===== src/rtl/seq_multiplier_pkg.sv =====
// Shared constants and FSM encoding for the 8x8 shift-add sequential multiplier.
package seq_multiplier_pkg;

  localparam int unsigned OP_W  = 8;
  localparam int unsigned RES_W = 16;
  localparam int unsigned ITER  = 8;
  localparam int unsigned CNT_W = $clog2(ITER);

  typedef enum logic [1:0] {
    IDLE = 2'd0,
    RUN  = 2'd1,
    DONE = 2'd2
  } state_t;

endpackage


===== src/rtl/seq_multiplier.sv =====
// Unsigned 8x8 shift-add multiplier: fixed 8 RUN cycles, one-cycle done strobe,
// product held until the next completion or reset.
module seq_multiplier
  import seq_multiplier_pkg::*;
(
  input  logic             clk,
  input  logic             rst,
  input  logic             start,
  input  logic [OP_W-1:0]  a,
  input  logic [OP_W-1:0]  b,
  output logic             busy,
  output logic             done,
  output logic [RES_W-1:0] product
);

  state_t             state;
  state_t             state_next;
  logic [OP_W-1:0]    mcand;
  logic [OP_W-1:0]    mplier;
  logic [RES_W-1:0]   acc;
  logic [CNT_W-1:0]   cnt;
  logic [RES_W-1:0]   acc_sum;
  logic               last_iter;

  // Partial product for this iteration folded into the running sum.
  always_comb begin
    acc_sum   = acc;
    last_iter = (cnt == CNT_W'(ITER - 1));
    if (mplier[0]) begin
      acc_sum = acc + (RES_W'(mcand) << cnt);
    end
  end

  always_comb begin
    state_next = state;
    unique case (state)
      IDLE:    if (start) state_next = RUN;
      RUN:     if (last_iter) state_next = DONE;
      DONE:    state_next = IDLE;
      default: state_next = IDLE;
    endcase
  end

  always_ff @(posedge clk or posedge rst) begin
    if (rst) begin
      state <= IDLE;
    end else begin
      state <= state_next;
    end
  end

  // Operand capture and iteration datapath.
  always_ff @(posedge clk or posedge rst) begin
    if (rst) begin
      mcand  <= '0;
      mplier <= '0;
      acc    <= '0;
      cnt    <= '0;
    end else if (state == IDLE && start) begin
      mcand  <= a;
      mplier <= b;
      acc    <= '0;
      cnt    <= '0;
    end else if (state == RUN) begin
      acc    <= acc_sum;
      mplier <= mplier >> 1;
      cnt    <= cnt + CNT_W'(1);
    end
  end

  // Outputs registered from the next state so they line up with the FSM.
  always_ff @(posedge clk or posedge rst) begin
    if (rst) begin
      busy    <= 1'b0;
      done    <= 1'b0;
      product <= '0;
    end else begin
      busy <= (state_next != IDLE);
      done <= (state_next == DONE);
      if (state == RUN && last_iter) begin
        product <= acc_sum;
      end
    end
  end

endmodule


===== config.mk =====
export PLATFORM = sky130hd
export DESIGN_NAME = seq_multiplier
export DESIGN_NICKNAME = d
export VERILOG_FILES = /design/src/rtl/seq_multiplier_pkg.sv /design/src/rtl/seq_multiplier.sv
export SDC_FILE = /design/constraint.sdc
export NUM_CORES = 1
export LEC_CHECK = 0
export ABC_AREA = 1
export CAP_MARGIN = 20
export CORE_UTILIZATION = 40
export CTS_BUF_LIST = sky130_fd_sc_hd__clkbuf_8 sky130_fd_sc_hd__clkbuf_16
export CTS_CLUSTER_DIAMETER = 80
export DETAILED_ROUTE_END_ITERATION = 8
export HOLD_SLACK_MARGIN = 0.12
export PLACE_DENSITY = 0.65
export SYNTH_ARGS = -nofsm -noshare
export SYNTH_HDL_FRONTEND = slang
export SYNTH_SLANG_ARGS = --single-unit

===== constraint.sdc =====
create_clock -name clk -period 2.8 [get_ports clk]
set_clock_uncertainty 0.05 [all_clocks]
set_input_delay 0.84 -clock clk [delete_from_list [all_inputs] [get_ports clk]]
set_output_delay 0.84 -clock clk [all_outputs]
set_load 0.02 [all_outputs]

# == After elaboration in Yosys (flattened, before gate mapping) ==
# Index checks and enable logic that the tools add are counted.
# word_totals
reg_bits,55
latchBits,0
mem_bits_rw,0
romBits,0
in_bits,19
word_cells,29
n_memories,0
# op_classes
addsub,2
mul,0
div_mod_pow,0
n_lt_le_gt_ge,0
n_eq_ne,3
shifts,1
n_mux,10
bitwise,0
n_reduce_logical,5
# op_table
op,n
$mux W16,3
$add A16 B16 Y16,1
$mux W8,2
$shl A8 B3 Y16,1
$mux W3,2
$mux W2,2
$pmux W2 S2,1
$reduce_bool A2 Y1,2
$add A3 B1 Y3 const B,1
$eq A3 B3 Y1 const B,1
$eq A2 B1 Y1 const B,1
$eq A2 B2 Y1 const B,1
$logic_and A1 B1 Y1,2
$logic_not A2 Y1,1

# == Logic depth before layout (Yosys ltp) ==
# Gate-level depths: netlist of run 1.
# depth
depth_word,5
mapped_depth,19

# == Worst setup path before layout of run 1 ==
# No wires, ideal clock.
# synth_timing
path_kind,register -> register
startpoint,register cnt[0]
endpoint,register product[15]
setup_time_ns,0.116
arrival_time_ns,2.119
t_required_ns,2.634
slack_ns,0.514
path_stages_with_launch,18
path_buffers,2
synth_period_minus_slack_ns,2.286
path_cell_list,dfrtp_1 buf_2 buf_2 nand2_1 o21ai_0 o21ai_0 mux2i_1 ha_1 nand2_1 inv_2 a21oi_1 nand2_2 nand2_2 nand2_2 nand3b_1 nand2_1 nand2_1 nand2_1
# synth_via
elab_chain_len,3
# synth_rtl
item,line_no,text
start: declaration,seq_multiplier.sv:21,logic [CNT_W-1:0] cnt;
start signal: assignment,seq_multiplier.sv:67,cnt <= cnt + CNT_W'(1);
$shl A8 B3 Y16,seq_multiplier.sv:30,acc_sum = acc + (RES_W'(mcand) << cnt);
$add A16 B16 Y16,seq_multiplier.sv:30,
$mux W16,seq_multiplier.sv:29,if (mplier[0]) begin
end signal: assignment,seq_multiplier.sv:81,product <= acc_sum;
end: declaration,seq_multiplier.sv:13,output logic [RES_W-1:0] product
# Several ways; a longest one is shown, not always the timed one.
# A chain may end at the register's enable or synchronous reset.

# == Final worst setup path of run 1 ==
# layout_timing
startpoint,register cnt[0]
endpoint,register product[13]
# The elaborated chain is that of the path after synthesis.

==> results of run 1 <==
[placed cells by master (no fill, tap or decap), types with 2 or more instances in the layout]
| master | instances |
|---|---|
| nand2_1 | 180 |
| inv_1 | 60 |
| dfrtp_1 | 54 |
| nand3_1 | 38 |
| clkdlybuf4s50_1 | 36 |
| o21ai_0 | 26 |
| ha_1 | 15 |
| nor2_1 | 14 |
| buf_4 | 14 |
| o21ai_1 | 12 |
| nand2_2 | 10 |
| or2_2 | 10 |
| a21oi_1 | 7 |
| xnor2_1 | 5 |
| inv_2 | 5 |
| clkbuf_8 | 5 |
| nor2_2 | 4 |
| nand4_1 | 4 |
| mux2i_1 | 4 |
| o221ai_1 | 4 |
| nand3_2 | 3 |
| o21ai_2 | 3 |
| o211ai_1 | 3 |
| clkinv_2 | 2 |
| a21oi_2 | 2 |
| clkinv_1 | 2 |
| nor3_1 | 2 |
[metrics by stage]
stage               cell area (sq um)  setup WS, ns  cells  util (%)
floorplan                        3546        0.5144    497         -
global placement                 4031       0.08884    632     48.10
detailed placement               4031       0.04554    632     48.10
CTS                              4124       0.03014    640     49.20
global route                     4232      0.009537    646     50.49
finish                           4232        0.2439    646     50.49
[cell usage after synthesis, types with 6 or more instances]
master,number
nor2_1,16
ha_1,17
a21oi_1,9
nand2_1,185
inv_1,61
dfrtp_1,55
o21ai_1,6
or2_2,10
nand3_1,38
o21ai_0,35
buf_2,7
[how the worst max path moves through the flow]
stage / to / slack (ns) / from / depth (start not counted)
detailed placement: product[15] / 0.05 / cnt[0] / 15
global route: product[15] / 0.01 / cnt[0] / 17
CTS: product[15] / 0.03 / cnt[0] / 15
global placement: product[8] / 0.09 / cnt[0] / 15
finish: product[13] / 0.24 / cnt[0] / 15
floorplan: product[15] / 0.51 / cnt[0] / 17
[area by class of cell]
type	instances	area (sq um)
Fill cell	846	4150
Timing Repair Buffer	52	496.7
Inverter	69	262.8
Tap cell	105	131.4
Clock inverter	3	23.77
Sequential cell	55	1378
Clock buffer	5	68.82
Multi-Input combinational cell	357	1871
[metal layers]
layer,vias to the layer above,wire length (um),track usage (%)
li1,1664,-,-
met1,1480,4325,29.01
met2,49,3927,33.45
met3,7,275,3.712
met4,0,81,4.975
met5,-,0,0
[worst register-to-register path, stage by stage (launching register included)]
cell     delay [ns]
dfrtp_2        0.47
buf_6          0.16
o21ai_0        0.22
o21ai_0        0.12
mux2i_1        0.20
ha_1           0.34
nand2_1        0.09
nand2_1        0.12
nand2_1        0.09
nand2_1        0.07
a21oi_1        0.16
nand2_1        0.08
nand2_1        0.07
nand3_2        0.07
nand3_1        0.11
nand2_1        0.05
[logic make-up (layout without fill, tap and decap cells)]
family                     count (synthesis)  in the layout  share of synthesized area, %
AOI/OAI and AO/OA                         58             58                         8.857
xor gates and xnor gates                   6              6                         1.482
adders and majority gates                 18             18                         6.563
buffers and inverters                     85            129                         10.06
DFF                                       55             55                         38.81
muxes                                      4              4                         1.129
and+or+nand+nor                          271            271                         33.10
[registers in the layout (all words and copies together), names as in the netlist]
register / cells
mcand: 8
product: 16
mplier: 8
state: 2
done: 1
cnt: 3
acc: 16
busy: 1
[timing repair]
| item | in CTS | in global routing |
|---|---|---|
| gates resized for setup | 0 | 27 |
| endpoints found under the setup margin | 0 | 24 |
| buffers inserted | 0 | 6 |
| hold endpoints to repair | 0 | 0 |
==> results.tsv, run 1 <==
stage	metric	value	unit
route	viasPerCell	4.954	
sta	whs	0.4378	ns
route	drt_iter0_drc	146	
clock_network	cts_buffers	5	
cells_and_area	area_growth	19.34	%
clock_network	tritoncts	done	
logic_synthesis	ys_types	37	
critical_path	worst-path-buf-inv	1	
logic_synthesis	ys_warn_count	0	
grt	grt_pass1_vias	3089	
critical_path	cpMostUsedCell	nand2_1	
worst_hold_path	hold_path.startpoint	product[0]	
clock_network	cts_hold_buf	0	
sta	relSlewSlack	33.07	%
outcome	status	finished clean	
placed_design	dp_hpwl	6279	um
worst_hold_path	hold_end	product[0]	
route	vias	3200	
route	drt_pre_antenna_iters	4	
critical_path	crit_required	2.97	ns
critical_path	crit_path_top_delay_cell	dfrtp_2	
die	die_x	96.15	um
sta	finalSetupViolations	0	
logic_synthesis	ys_seq_area_share	38.81	%
grt	grt_max_degree	56	
grt	overflow	0	
cells_and_area	nNetsFinal	577	
logic_synthesis	ys_top_cells_by_area	dfrtp_1, nand2_1, inv_1	
clock_network	clockBufferDepth	2	
placed_design	place.port_buffers	36	
route	wl_per_cell	13.33	um
clock_network	cts_root_buffer	clkbuf_8	
logic_synthesis	synthDominantCellAreaShare	38.81	%
critical_path	path_cells	buf_6 > o21ai_0 > o21ai_0 > mux2i_1 > ha_1 > nand2_1 > nand2_1 > nand2_1 > nand2_1 > a21oi_1 > nand2_1 > nand2_1 > nand3_2 > nand3_1 > nand2_1	
critical_path	worst_setup_path_start_kind	flip-flop	
sta	fin_crit_sh	91.29	%
critical_path	path_delay_family	simple AND/OR/NAND/NOR gates	
sta	fmax	391.2	MHz
sta	worstMarginPinSlew	1.004	ns
placed_design	gp_congestion	0.9436	
die	die-area	0.009245	sq mm
die	num_rows	33	
critical_path	rrSetupSlack	0.24	ns
job	max_cap_viol_count	0	
critical_path	r2r_end	product[13]	
die	die_h	96.15	um
clock_network	cts_max_level	2	
logic_synthesis	synth_seq_cells	55	
die	boundaryPins	37	
die	core_area	0.008382	sq mm
logic_synthesis	ys.flop_type	dfrtp_1	
sta	fin_crit	2.556	ns
clock_network	path_clk_slew	0.11	ns
grt	antenna_found_initial	0	
logic_synthesis	syn-num-nets	534	
logic_synthesis	netlist_area	0.003546	sq mm
worst_hold_path	whs_path_depth	2	
logic_synthesis	synth_cells	497	
cells_and_area	drive_gt1_share	12.75	%
logic_synthesis	synth_edf_count	0	
critical_path	criticalPathCategory	flip-flop to flip-flop	
sta	rsz0062_at_grt	no	
clock_network	clk_latency	0.32	ns
clock_network	cts_sinks	55	
sta	finalSetupTns	0	ns
cells_and_area	n_antenna_cell	0	
critical_path	critical_path_arrival	2.73	ns
grt	grt.total_usage	20.84	%
route	drc_errors	0	
worst_hold_path	min_path_type	flip-flop to flip-flop	
route	drt-total-wl	8609	um
route	antenna_left	0	
critical_path	rr_worst_depth	15	
critical_path	r2r_start	cnt[0]	
critical_path	crit_path_max_fanout	10	
sta	hold_violations	0	
logic_synthesis	async_reset_ff_share	100.0	%
die	initial_core_util	42.30	%
sta	finalMaxSlewViolations	0	
critical_path	max_stage_delay	0.47	ns
critical_path	cp-end-kind	flip-flop	
logic_synthesis	synth_top_cell_by_area	dfrtp_1	
grt	grt_pass1_wl	14790	um
logic_synthesis	avgSynthCellArea	7.135	sq um
Power of run 1 is left out: the tool's default activity adds up to more than one toggle a clock period on the data nets, which glitch-free logic cannot reach.
==> inputs of run 2 (changes only) <==
--- a/config.mk
+++ b/config.mk
@@ -7,6 +7,7 @@
 export LEC_CHECK = 0
 export ABC_AREA = 1
 export CAP_MARGIN = 20
+export CORE_MARGIN = 3
 export CORE_UTILIZATION = 40
 export CTS_BUF_LIST = sky130_fd_sc_hd__clkbuf_8 sky130_fd_sc_hd__clkbuf_16
 export CTS_CLUSTER_DIAMETER = 80
==> run 2 against run 1 <==
Routed wire length rose by 5.2%. Sequential share of layout area did not move. Final area did not move. Critical endpoint is now acc[15].
==> results.tsv, run 2 (synthesis results as in run 1) <==
stage	metric	value	unit	change
cells_and_area	final_common_cell	nand2_1		unchanged
clock_network	cts_hold_buf	0		unchanged
critical_path	cp-end-kind	flip-flop		unchanged
cells_and_area	nNetsFinal	577		unchanged
sta	fin_crit	2.642	ns	was 2.556 ns
clock_network	cts_buffers	5		unchanged
route	drt_iter0_drc	150		was 146
clock_network	clk_latency	0.32	ns	about the same
die	die-area	0.01003	sq mm	was 0.009245 sq mm
placed_design	dp_cells	633		was 632
clock_network	cts_root_buffer	clkbuf_8		unchanged
placed_design	pre_cts_ws	0.04349	ns	was 0.04554 ns
route	vias	3246		was 3200
critical_path	r2r_start	cnt[1]		was cnt[0]
die	die_h	100.2	um	was 96.15 um
route	wl_per_cell	14.02	um	was 13.33 um
die	num_rows	33		unchanged
die	boundaryPins	37		unchanged
clock_network	path_clk_slew	0.10	ns	was 0.11 ns
grt	antenna_found_initial	0		unchanged
clock_network	cts_max_level	2		unchanged
clock_network	tritoncts	done		unchanged
sta	finalMaxSlewViolations	0		unchanged
route	antenna_left	0		unchanged
grt	gr-usage-met1	25.63	%	was 29.01%
critical_path	crit_start	cnt[1]		was cnt[0]
route	drc_errors	0		unchanged
grt	overflow	0		unchanged
job	max_cap_viol_count	0		unchanged
grt	grt_pass1_wl	15080	um	was 14790 um
sta	fin_crit_sh	94.35	%	was 91.29%
sta	hold_violations	0		unchanged
die	die_x	100.2	um	was 96.15 um
grt	grt_pass1_vias	3108		was 3089
critical_path	critical_path_arrival	2.81	ns	was 2.73 ns
cells_and_area	area_growth	19.34	%	unchanged
placed_design	dp_hpwl	6683	um	was 6279 um
grt	grt_use_met2	30.63	%	was 33.45%
cells_and_area	reg_top3	acc x16, product x16		unchanged
route	viasPerCell	5.025		was 4.954
sta	setup_ws	0.1583	ns	was 0.2439 ns
placed_design	gp_congestion	0.9599		was 0.9436
critical_path	crit_path_max_fanout	7		was 10
worst_hold_path	hold_path.startpoint	product[9]		was product[0]
critical_path	crit_required	2.97	ns	about the same
outcome	status	finished clean		unchanged
die	initial_core_util	42.10	%	was 42.30%
worst_hold_path	min_path_type	flip-flop to flip-flop		unchanged
die	core_area	0.008423	sq mm	was 0.008382 sq mm
clock_network	cts_sinks	55		unchanged
critical_path	worst_setup_path_start_kind	flip-flop		unchanged
cells_and_area	n_antenna_cell	0		unchanged
cells_and_area	drive_gt1_share	12.38	%	was 12.75%
cells_and_area	final_cell_mix	nand2_1, inv_1, dfrtp_1		unchanged
placed_design	place.port_buffers	36		unchanged
critical_path	rrSetupSlack	0.16	ns	was 0.24 ns
sta	finalSetupViolations	0		unchanged
sta	finalSetupTns	0	ns	unchanged
sta	relSlewSlack	30.08	%	was 33.07%
grt	grt.busiest_layer	met2		unchanged
cells_and_area	final_cells	646		unchanged
cells_and_area	fin_util	50.24	%	was 50.49%
grt	grt.total_usage	18.69	%	was 20.84%
sta	worstMarginPinSlew	1.049	ns	was 1.004 ns
grt	grtUsageMet3	3.266	%	was 3.712%
route	drt-total-wl	9060	um	was 8609 um
sta	fmax	378.5	MHz	was 391.2 MHz
grt	grt_max_degree	37		was 56
critical_path	criticalPathCategory	flip-flop to flip-flop		unchanged
clock_network	clockBufferDepth	2		unchanged
route	drt_pre_antenna_iters	4		unchanged
[run 2: layout make-up]
class	count	area, sq um
multi-input combinational	357	1868
sequential	55	1378
clock buffer	6	82.58
inverter	69	262.8
tap	105	131.4
timing repair buffer	52	493.0
fill	842	4192
clock inverter	2	16.27
[run 2: layer usage]
| layer | part of all wire, % | vias to the layer above |
|---|---|---|
| met5 | 0 | - |
| met1 | 47 | 1510 |
| met3 | 4.2 | 12 |
| met2 | 47 | 73 |
| met4 | 1.7 | 0 |
| li1 | - | 1651 |
[run 2: what timing repair did]
item | CTS | global route
gates resized for setup | 0 | 21
hold endpoints to repair | 0 | 0
endpoints found under the setup margin | 0 | 25
setup buffers | 0 | 5
[run 2: final timing paths]
path | depth (start not counted) | endpoint
setup / recovery | 14 | acc[15]
hold / removal | 2 | product[9]
setup reg to reg | 14 | acc[15]
hold reg to reg | 2 | product[9]
max in group asynchronous | 3 | cnt[2]
min in group asynchronous | 2 | product[15]
[run 2: critical path, cell delays in order, from the launching register on]
cell and delay [ns]:
dfrtp_1 0.37, clkinv_1 0.21, buf_4 0.22, nor4_1 0.55
ha_1 0.40, nand2_1 0.10, inv_1 0.04, nand2_1 0.06
nand2_1 0.05, a21oi_1 0.15, nand2_2 0.08, nand3b_1 0.08
nand2_1 0.09, nand2_1 0.06, nand2_1 0.05
[run 2: stage by stage]
step	hold WS [ns]	instance area (sq um)
5_1_grt	0.4672	4232
6_report	0.4397	4232
2_1_floorplan	0.4086	3546
3_3_place_gp	0.4104	4039
3_5_place_dp	0.4148	4039
4_1_cts	0.4422	4138
Power of run 2 is left out for the same reason.
==> inputs of run 3 (changes only) <==
--- a/config.mk
+++ b/config.mk
@@ -13,6 +13,7 @@
 export CTS_CLUSTER_DIAMETER = 80
 export DETAILED_ROUTE_END_ITERATION = 8
 export HOLD_SLACK_MARGIN = 0.12
+export MAX_ROUTING_LAYER = met4
 export PLACE_DENSITY = 0.65
 export SYNTH_ARGS = -nofsm -noshare
 export SYNTH_HDL_FRONTEND = slang
==> run 3 against run 2 <==
Critical path depth up 3. Worst setup slack gained 0.081 ns. Sequential share of layout area increased by 0.38 points. Critical endpoint is now product[15].
==> results.tsv, run 3 (synthesis results as in run 1) <==
stage	metric	value	unit	change
die	num_rows	33		unchanged
sta	worstMarginPinSlew	0.5334	ns	was 1.049 ns
die	die_h	100.2	um	unchanged
critical_path	worst_setup_path_start_kind	flip-flop		unchanged
outcome	status	finished clean		unchanged
placed_design	gp_congestion	0.9688		was 0.9599
route	viasPerCell	4.963		was 5.025
clock_network	tritoncts	done		unchanged
clock_network	clk_latency	0.32	ns	about the same
clock_network	path_clk_slew	0.10	ns	about the same
critical_path	r2r_start	cnt[0]		was cnt[1]
critical_path	cpMostUsedCell	nand2_1		unchanged
clock_network	clockBufferDepth	2		unchanged
grt	grt_max_degree	37		unchanged
clock_network	cts_sinks	55		unchanged
cells_and_area	area_growth	17.96	%	was 19.34%
critical_path	criticalPathCategory	flip-flop to flip-flop		unchanged
route	antenna_left	0		unchanged
route	wl_per_cell	13.97	um	was 14.02 um
route	drt-total-wl	8984	um	was 9060 um
die	initial_core_util	42.10	%	unchanged
sta	relSlewSlack	64.11	%	was 30.08%
clock_network	cts_root_buffer	clkbuf_8		unchanged
critical_path	worst-path-buf-inv	3		unchanged
cells_and_area	fillers	864		was 842
grt	grt.total_usage	19.50	%	was 18.69%
critical_path	crit_path_max_fanout	11		was 7
sta	fin_crit	2.561	ns	was 2.642 ns
cells_and_area	fin_util	49.66	%	was 50.24%
critical_path	critical_path_arrival	2.73	ns	was 2.81 ns
critical_path	crit_path_top_delay_cell	dfrtp_2		was nor4_1
sta	hold_violations	0		unchanged
cells_and_area	final_cell_mix	nand2_1, inv_1, dfrtp_1		unchanged
clock_network	cts_buffers	5		unchanged
placed_design	pre_cts_ws	-0.0004827	ns	was 0.04349 ns
die	core_area	0.008423	sq mm	unchanged
sta	finalMaxSlewViolations	0		unchanged
placed_design	place.port_buffers	36		unchanged
route	drc_errors	0		unchanged
placed_design	dp_hpwl	6629	um	was 6683 um
cells_and_area	reg_top3	acc x16, product x16		unchanged
route	drt_pre_antenna_iters	4		unchanged
cells_and_area	nNetsFinal	574		was 577
route	vias	3191		was 3246
sta	fin_crit_sh	91.46	%	was 94.35%
route	drt_iter0_drc	156		was 150
grt	grt_pass1_vias	3121		was 3108
clock_network	cts_max_level	2		unchanged
sta	finalSetupViolations	0		unchanged
cells_and_area	multi_input_area	0.001826	sq mm	was 0.001868 sq mm
sta	setup_ws	0.2391	ns	was 0.1583 ns
grt	overflow	0		unchanged
worst_hold_path	min_path_type	flip-flop to flip-flop		unchanged
cells_and_area	final_common_cell	nand2_1		unchanged
die	die-area	0.01003	sq mm	unchanged
critical_path	crit_start	cnt[0]		was cnt[1]
die	boundaryPins	37		unchanged
die	die_x	100.2	um	unchanged
grt	grt_pass1_wl	15250	um	was 15080 um
cells_and_area	n_antenna_cell	0		unchanged
critical_path	crit_required	2.97	ns	about the same
cells_and_area	drive_gt1_share	9.851	%	was 12.38%
critical_path	path_cells	clkbuf_4 > nand2_1 > o21ai_1 > o21ai_1 > o21ai_0 > buf_4 > ha_1 > nand2_1 > inv_1 > nand2_1 > nand2_1 > a21oi_1 > nand2_2 > nand3b_1 > nand2_1 > nand2_1 > nand2_1		was clkinv_1 > buf_4 > nor4_1 > ha_1 > nand2_1 > inv_1 > nand2_1 > nand2_1 > a21oi_1 > nand2_2 > nand3b_1 > nand2_1 > nand2_1 > nand2_1
critical_path	path_delay_family	simple AND/OR/NAND/NOR gates		unchanged
critical_path	max_stage_delay	0.48	ns	was 0.55 ns
cells_and_area	regArea	0.001378	sq mm	unchanged
job	max_cap_viol_count	0		unchanged
sta	fmax	390.5	MHz	was 378.5 MHz
worst_hold_path	hold_path.startpoint	product[0]		was product[9]
clock_network	cts_hold_buf	0		unchanged
critical_path	cp-end-kind	flip-flop		unchanged
grt	antenna_found_initial	0		unchanged
-- run 3: cell types whose count changed in the layout (fill, tap and decap cells not counted), sizes merged --
cell,delta
clkinvlp,-1
buf,-3
inv,+1
-- run 3: cell type report --
class	instances	area share (%)
Clock inverter	2	0.2991
Sequential cell	55	32.93
Multi-Input combinational cell	357	43.64
Timing Repair Buffer	49	11.73
Tap cell	105	3.141
Inverter	69	6.282
Clock buffer	6	1.974
-- run 3: final timing paths --
path	to	slack [ns]	cells past startpoint
max in group asynchronous	cnt[2]	1.35	3
min in group asynchronous	done	0.79	2
worst max register to register	product[15]	0.24	17
worst min-delay path	product[0]	0.44	2
worst min register to register	product[0]	0.44	2
worst max-delay path	product[15]	0.24	17
-- run 3: tightest hold or removal path, cell delays in order, from the launching register on --
cell	delay (ns)
dfrtp_1	0.36
nand2_1	0.05
nand2_1	0.05
-- run 3: timing repair --
action / in CTS / in global routing
resized for setup: 1 / 10
gates cloned: 0 / 0
setup endpoints to repair: 1 / 22
buffers inserted: 0 / 1
pin swaps: 0 / 0
endpoints found under the hold margin: 0 / 0
-- run 3: per-layer routing --
layer	GRT usage [%]	vias up	part of all wire, %
li1	-	1647	-
met1	27.21	1488	49
met2	30.43	47	47
met3	2.293	9	2.8
met4	4.767	0	1.5
met5	-	-	0
-- run 3: per-stage QoR --
stage | area [sq um] | hold WS, ns | instances | TNS [ns]
2_1_floorplan | 3546 | 0.4086 | 497 | 0
3_3_place_gp | 4039 | 0.4104 | 633 | 0
3_5_place_dp | 4039 | 0.4149 | 633 | -0.0004827
4_1_cts | 4134 | 0.4418 | 641 | 0
5_1_grt | 4183 | 0.4592 | 643 | -0.004564
6_report | 4183 | 0.4397 | 643 | 0
Power of run 3 is left out for the same reason.
